<file path="src/rtl/mask_gen_pipe.sv">
// mask_gen_pipe: pipelined per-lane bit-range mask generator with popcount.
//
// Each lane produces a LANE_W-bit mask from a low/high bit bound and a shared
// mode (RANGE, WRAP, INVERT, ONEHOT). The concatenated mask and its population
// count come out two cycles after acceptance, behind a valid/ready handshake
// with full backpressure.
//
// Ports:
//   clk        clock, all state updates on the rising edge
//   reset_l    synchronous reset, active-low
//   in_valid   request valid
//   in_ready   block can accept a request this cycle
//   in_lo      per-lane low bound, lane k at [k*IDX_W +: IDX_W]
//   in_hi      per-lane high bound, same packing
//   in_mode    00 RANGE, 01 WRAP, 10 INVERT, 11 ONEHOT
//   out_valid  result valid
//   out_ready  downstream accepts the result
//   out_mask   mask, lane k at [k*LANE_W +: LANE_W]; zero while out_valid=0
//   out_count  number of set bits in out_mask; zero while out_valid=0
module mask_gen_pipe #(
  parameter int LANES  = 2,
  parameter int LANE_W = 32,
  localparam int IDX_W = $clog2(LANE_W),
  localparam int CNT_W = $clog2(LANES*LANE_W+1)
) (
  input  logic                    clk,
  input  logic                    reset_l,
  input  logic                    in_valid,
  output logic                    in_ready,
  input  logic [LANES*IDX_W-1:0]  in_lo,
  input  logic [LANES*IDX_W-1:0]  in_hi,
  input  logic [1:0]              in_mode,
  output logic                    out_valid,
  input  logic                    out_ready,
  output logic [LANES*LANE_W-1:0] out_mask,
  output logic [CNT_W-1:0]        out_count
);

  typedef enum logic [1:0] {
    MODE_RANGE  = 2'b00,
    MODE_WRAP   = 2'b01,
    MODE_INVERT = 2'b10,
    MODE_ONEHOT = 2'b11
  } mode_e;

  localparam int MASK_W = LANES*LANE_W;

  mode_e              mode_in;
  logic [IDX_W-1:0]   lane_lo;
  logic [IDX_W-1:0]   lane_hi;
  logic               in_rng;
  logic [MASK_W-1:0]  mask_d;

  logic               s1_valid;
  mode_e              s1_mode;
  logic [MASK_W-1:0]  s1_mask;
  logic [MASK_W-1:0]  s1_eff;
  logic [CNT_W-1:0]   s1_cnt;

  logic               s2_adv;
  logic               s1_adv;

  assign mode_in = mode_e'(in_mode);

  // Handshake: a stage moves when it is empty or its successor moves.
  // in_ready depends only on state and out_ready, never on in_valid.
  assign s2_adv   = !out_valid || out_ready;
  assign s1_adv   = !s1_valid || s2_adv;
  assign in_ready = s1_adv;

  // Per-bit mask from full-width unsigned compares of the bit index against
  // the zero-extended bounds. INVERT stores the plain range here; the
  // inversion is applied on the stage-1 output so mode stays meaningful there.
  // NOTE: every variable assigned in this block gets a default first so no
  // path leaves it unassigned, which would otherwise infer a latch.
  always_comb begin
    mask_d  = '0;
    lane_lo = '0;
    lane_hi = '0;
    in_rng  = 1'b0;
    for (int k = 0; k < LANES; k++) begin
      lane_lo = in_lo[k*IDX_W +: IDX_W];
      lane_hi = in_hi[k*IDX_W +: IDX_W];
      for (int i = 0; i < LANE_W; i++) begin
        in_rng = (i >= int'(lane_lo)) && (i <= int'(lane_hi));
        case (mode_in)
          MODE_RANGE, MODE_INVERT: mask_d[k*LANE_W + i] = in_rng;
          MODE_WRAP: begin
            if (lane_lo <= lane_hi)
              mask_d[k*LANE_W + i] = in_rng;
            else
              mask_d[k*LANE_W + i] = (i >= int'(lane_lo)) || (i <= int'(lane_hi));
          end
          MODE_ONEHOT: mask_d[k*LANE_W + i] = (i == int'(lane_lo));
          default:     mask_d[k*LANE_W + i] = 1'b0;
        endcase
      end
    end
  end

  // Final stage-1 mask and its population count.
  always_comb begin
    s1_eff = (s1_mode == MODE_INVERT) ? ~s1_mask : s1_mask;
    s1_cnt = '0;
    for (int i = 0; i < MASK_W; i++) begin
      s1_cnt = s1_cnt + CNT_W'(s1_eff[i]);
    end
  end

  // Control and output registers. Output data is loaded with zero whenever a
  // bubble enters stage 2, so out_mask/out_count read zero while invalid.
  // NOTE: sequential state uses non-blocking assignments so every register
  // samples pre-edge values regardless of block evaluation order.
  always_ff @(posedge clk) begin
    if (!reset_l) begin
      s1_valid  <= 1'b0;
      out_valid <= 1'b0;
      out_mask  <= '0;
      out_count <= '0;
    end else begin
      if (s1_adv) begin
        s1_valid <= in_valid;
      end
      if (s2_adv) begin
        out_valid <= s1_valid;
        out_mask  <= s1_valid ? s1_eff : '0;
        out_count <= s1_valid ? s1_cnt : '0;
      end
    end
  end

  // Stage-1 payload.
  // NOTE: payload registers carry no reset; their contents are ignored while
  // s1_valid is low, so clearing them would only add reset fan-out.
  always_ff @(posedge clk) begin
    if (s1_adv && in_valid) begin
      s1_mode <= mode_in;
      s1_mask <= mask_d;
    end
  end

endmodule
</file>
<file path="config.mk">
export PLATFORM = sky130hd
export DESIGN_NAME = mask_gen_pipe
export DESIGN_NICKNAME = d
export VERILOG_FILES = /design/src/rtl/mask_gen_pipe.sv
export SDC_FILE = /design/constraint.sdc
export NUM_CORES = 1
export LEC_CHECK = 0
export BUFFER_PORTS_ARGS = -buffer_cell sky130_fd_sc_hd__buf_2
export CAP_MARGIN = 40
export CORE_MARGIN = 2
export CORE_UTILIZATION = 57
export DETAILED_ROUTE_END_ITERATION = 8
export GPL_TIMING_DRIVEN = 0
export MAX_ROUTING_LAYER = met4
export PLACE_DENSITY = 0.79
export SLEW_MARGIN = 20
export SYNTH_ARGS = -nofsm -noshare
export SYNTH_HDL_FRONTEND = slang
export SYNTH_SLANG_ARGS = --single-unit
</file>
<file path="constraint.sdc">
create_clock -name clk -period 6.9 [get_ports clk]
set_input_delay 1.38 -clock clk [delete_from_list [all_inputs] [get_ports clk]]
set_output_delay 1.38 -clock clk [all_outputs]
set_load 0.05 [all_outputs]
</file>
* Yosys cells after proc, flatten, opt, wreduce, memory -nomap -nowiden
Index checks and enable logic that the tools add are counted.
** Storage, ports and cells
- Register bits after elaboration :: 139
- Bits of input ports :: 26
- Output and inout port bits :: 73
- Logic and storage cells :: 522
** Operators by class
- Add/subtract/negate cells :: 63
- Magnitude comparators :: 126
- Equal/unequal tests :: 66
- Multiplexer cells :: 131
- Bitwise operators :: 1
- Reduce and logical (&&, ||, !) cells :: 129
** Operators by type and width (number)
- adder 7 x 1 -> 7 bit :: 57
- one-hot mux 1 bit (3 select lines) :: 64
- == test 5 bit (first input constant) :: 32
- <= comparator 5 bit (first input constant) :: 32
- greater-or-equal comparator 5 bit (first input constant) :: 30
- 2-to-1 mux 64 bit :: 2
- == test 4 x 5 -> 1 bit (first input constant) :: 16
- greater-or-equal comparator 4 x 5 -> 1 bit (first input constant) :: 16
- <= comparator 4 x 5 -> 1 bit (first input constant) :: 16
- 2-to-1 mux 1 bit :: 64
- NOT 64 bit :: 1
- logical OR 1 bit :: 62
- logical AND 1 bit :: 61
- == test 3 x 5 -> 1 bit (first input constant) :: 8
- greater-or-equal comparator 3 x 5 -> 1 bit (first input constant) :: 8
- <= comparator 3 x 5 -> 1 bit (first input constant) :: 8
- == test 2 x 5 -> 1 bit (first input constant) :: 4
- greater-or-equal comparator 1 x 5 -> 1 bit (first input constant) :: 4
- greater-or-equal comparator 2 x 5 -> 1 bit (first input constant) :: 4
- <= comparator 2 x 5 -> 1 bit (first input constant) :: 4
- == test 1 x 5 -> 1 bit (first input constant) :: 2
- <= comparator 1 x 5 -> 1 bit (first input constant) :: 2
- <= comparator 5 bit :: 2
- zero test 5 bit :: 2
- 12 further kinds :: 15

* Logic depth before layout (Yosys ltp)
- Depth in word-level cells :: 66
- Depth in mapped cells :: 24
- Depth with buffers taken out :: 22

* Least setup slack after synthesis
Ideal clock, no wire load.
- Path type :: flip-flop to flip-flop
- From :: reg s1_mode[0]
- To :: reg out_count[6]
- Setup time :: 79 ps
- Data arrival time :: 6119 ps
- Required time :: 6821 ps
- Path slack :: 702 ps
- Stages on the path, launching flop included :: 23
- Path buffers :: 2
- Period minus slack after synthesis :: 6198 ps
- Path through :: edfxtp_1 -> nor2b_1 -> buf_2 -> buf_2 -> xor2_1 -> ha_1 -> fa_1 -> fa_1 -> fa_1 -> fa_1 -> fa_1 -> inv_1 -> fa_1 -> fa_1 -> inv_1 -> ha_1 -> inv_1 -> fa_1 -> nor2b_1 -> o21ai_0 -> a21oi_1 -> o21ai_0 -> o211ai_1
** On the way
- Word-level cells in the longest chain between the ends :: 66
** Ends and longest elaborated chain
- from (decl) :: line 55 : mode_e s1_mode;
- from (signal assigned) :: line 137 : s1_mode <= mode_in;
- == test 2 bit * :: line 103 : s1_eff = (s1_mode == MODE_INVERT) ? ~s1_mask : s1_mask;
- 2-to-1 mux 64 bit * :: line 103
- adder 1 x 1 -> 2 bit :: line 106 : s1_cnt = s1_cnt + CNT_W'(s1_eff[i]);
- adder 2 x 1 -> 3 bit :: line 106
- adder 3 x 1 -> 4 bit :: line 106
- adder 4 x 1 -> 5 bit :: line 106
- adder 5 x 1 -> 6 bit :: line 106
- adder 6 x 1 -> 7 bit :: line 106
- adder 7 x 1 -> 7 bit (56 in series) :: line 106
- adder 7 x 1 -> 7 bit * :: line 106
- 2-to-1 mux 7 bit * :: line 127 : out_count <= s1_valid ? s1_cnt : '0;
- to (signal assigned) :: line 127
- to (decl) :: line 36 : output logic [CNT_W-1:0] out_count
Every way passes the cells marked *; elsewhere a longest branch is shown, timed or not.
A chain may end at the register's enable or synchronous reset.

* Worst setup path after layout
- From :: reg s1_mode[0]
- To :: reg out_count[5]
The elaborated chain is that of the path after synthesis.

==> flow_metrics.tcl <==
set metrics [dict create \
    critPathRequiredTime_ns 7.24 \
    finalSetupViolCount 0 \
    root_buffer "clkbuf_16" \
    startpoint_type "flop" \
    cts-root-to-sink-buffers 2 \
    clk_pin_slew_ns 0.06 \
    drc 0 \
    clock-sinks 139 \
    ys_ff_latch 139 \
    die_area_um2 18000 \
    status "complete, no violations" \
    final_cell_mix "buf_2 (126), nand2_1 (112), o21ai_0 (79)" \
    clk_latency_ns 0.42 \
    ant_nets 0 \
    stdcell_count 1430 \
    grt_max_degree 50 \
    syn-num-nets 1184 \
    cp_cell_sequence "nor2b_2, buf_4, buf_12, buf_6, buf_4, nor2_1, a211o_1, ha_1, fa_1, inv_1, fa_1, inv_1, fa_1, fa_1, fa_1, inv_1, fa_1, inv_1, ha_1, a211oi_1, o21ai_1, a21oi_1, nand3_1, o211ai_1" \
    grt_pass1_vias 8746 \
    crit_path_frequent_cell "fa_1" \
    dominantRegCellSynth "dfxtp_1" \
    detail_route.wl_per_cell_um 22.04 \
    htreeDepth 4 \
    grt_use_total_pct 36.53 \
    final_common_cell "buf_2" \
    grt_overflow_total 0 \
    syn_avg_cell_area_um2 8.950 \
    fin_hold_ws_ns 0.4602 \
    via_per_inst 6.152 \
    async_flop_share_pct 0 \
    critPathKind "flop to flop" \
    port_buffers 93 \
    cts_buffers 17 \
    area_growth_pct 15.26 \
    cap_violations 0 \
    synth_seq_area_share_pct 35.66 \
    num_io_pins 99 \
    period_needed_ns 6.746 \
    crit_family "adder cells" \
    die_w_um 134.2 \
    crit_fanout 10 \
    detail_route.first_pass.iterations 6 \
    max_freq_mhz 148.2 \
    hold_path_depth 2 \
    yosysWarnings 0 \
    holdCritPathClass "flop to flop" \
    vias 8797 \
    max_stage_delay_ns 0.59 \
    hold_viol 0 \
    cts_tree "done" \
    slew_headroom_pct 43.91 \
    fp.dieH_um 134.2 \
    place.gp.congestion 1.026 \
    grt_first_pass_wirelength_mm 48.86 \
    crit_cells 24 \
    crit_path_end_kind "flop" \
    fill_cells 1329 \
    drtIter0Drc 976 \
    dp_cells 1393 \
    synthDistinctLibCells 61 \
    r2r.worst_path.cells 24 \
    postCtsHoldBufs 0 \
    nets 1299 \
    critPathBufInv 8 \
    core-area_um2 16580 \
    period_share_pct 97.77 \
    drt_wl_total_mm 31.52 \
    initial_core_util_pct 58.23 \
    syn_area_um2 9657 \
    slew_violations 0 \
    antenna_found_initial 3 \
    tightest_slew_ns 0.8413 \
    cp.arrival_ns 7.08 \
    drive_gt1_share_pct 15.49 \
    rows 47 \
    synth-edff-count 66 \
    synth_cells 1079 \
    dp_hpwl_mm 23.27 \
    slowest_stage "fa_1" \
    finClkSkew_ns 0.01087 \
]
metrics by stage:
| step | utilization [%] | TNS [ns] | area [um^2] | setup WS, ns |
|---|---|---|---|---|
| after floorplan | - | 0 | 9657 | 0.7020 |
| after global placement | 62.70 | 0 | 10400 | 0.1331 |
| after detailed placement | 62.88 | 0 | 10430 | 0.07089 |
| after CTS | 66.21 | 0 | 10980 | 0.0007270 |
| after global routing | 67.12 | -0.1446 | 11130 | -0.09558 |
| final | 67.12 | 0 | 11130 | 0.1537 |
worst paths after layout:
kind,startpoint,end,slack [ns]
setup reg to reg,s1_mode[0],out_count[5],0.15
hold reg to reg,out_mask[25],out_mask[25],0.46
hold / removal,out_mask[25],out_mask[25],0.46
setup / recovery,s1_mode[0],out_count[5],0.15
registers in the layout (all words and copies together), names as in the netlist:
register and cells:
out_mask 64, s1_mask 64, out_count 7, s1_mode 2, out_valid 1, s1_valid 1
worst register-to-register path, cell delays in order (launching register included):
cell and delay (ns):
edfxtp_1 0.39, nor2b_2 0.15, buf_4 0.18, buf_12 0.17, buf_6 0.19, buf_4 0.22
nor2_1 0.07, a211o_1 0.26, ha_1 0.34, fa_1 0.57, inv_1 0.06, fa_1 0.51
inv_1 0.07, fa_1 0.47, fa_1 0.54, fa_1 0.57, inv_1 0.06, fa_1 0.59
inv_1 0.07, ha_1 0.32, a211oi_1 0.26, o21ai_1 0.15, a21oi_1 0.23, nand3_1 0.10
o211ai_1 0.12
repair_timing:
| item | 4_1_cts | 5_1_grt |
|---|---|---|
| buffers inserted | 0 | 1 |
| setup endpoints to repair | 0 | 4 |
| resized for setup | 0 | 27 |
kinds of logic (layout without fill, tap and decap cells):
family                   after synthesis  after routing  synth area share, %
AO/OA/AOI/OAI                        312            312                21.12
XOR/XNOR                              77             77                6.984
adder cells (fa/ha/maj)               82             82                13.93
buffers and inverters                132            260                5.818
flip-flops                           139            139                35.66
other                                  0              3                    0
AND/OR/NAND/NOR                      337            337                16.49
cell usage after synthesis, drive strengths merged (4+ instances only):
cell type | count | area, um^2
or3 | 5 | 31.28
nand3 | 32 | 160.2
clkbuf | 32 | 120.1
inv | 47 | 176.4
fa | 43 | 860.8
nand2 | 112 | 420.4
a211o | 13 | 122.6
and3 | 5 | 31.28
nor3 | 21 | 105.1
nor2b | 48 | 300.3
nand2b | 4 | 25.02
a21oi | 62 | 314.1
edfxtp | 66 | 1982
o22ai | 10 | 62.56
nor2 | 71 | 266.5
and2 | 28 | 175.2
a31oi | 22 | 137.6
o221ai | 6 | 52.55
dfxtp | 73 | 1461
o32ai | 4 | 35.03
o311ai | 4 | 35.03
a21o | 6 | 45.04
xnor2 | 20 | 175.2
o21a | 6 | 45.04
a211oi | 8 | 65.06
o211ai | 8 | 60.06
xor2 | 57 | 499.2
a22oi | 39 | 292.8
o31ai | 4 | 30.03
buf | 50 | 254.0
ha | 36 | 450.4
o21ai | 82 | 410.4
a21boi | 15 | 112.6
layout make-up:
cell class / instances / area (um^2) / area share (%)
Multi-Input combinational cell: 808 / 5751 / 51.66
Tap cell: 220 / 275.3 / 2.473
Sequential cell: 139 / 3443 / 30.94
Clock inverter: 7 / 65.06 / 0.5845
Inverter: 50 / 187.7 / 1.686
Buffer: 82 / 409.1 / 3.676
Timing Repair Buffer: 96 / 505.5 / 4.541
Clock buffer: 25 / 486.7 / 4.373
Antenna cell: 3 / 7.507 / 0.06745
layer usage:
layer / routed length (um) / part of all wire [%] / vias up / track usage (%)
met1: 13300 / 42 / 4211 / 47.45
met3: 2928 / 9.3 / 76 / 10.09
met4: 935 / 3.0 / 0 / 13.16
met2: 14360 / 46 / 476 / 55.07
met5: 0 / 0 / - / -
li1: - / - / 4034 / -
Power is not shown: default switching activity piles up to over one toggle a cycle in this logic, so the estimate is an artifact.
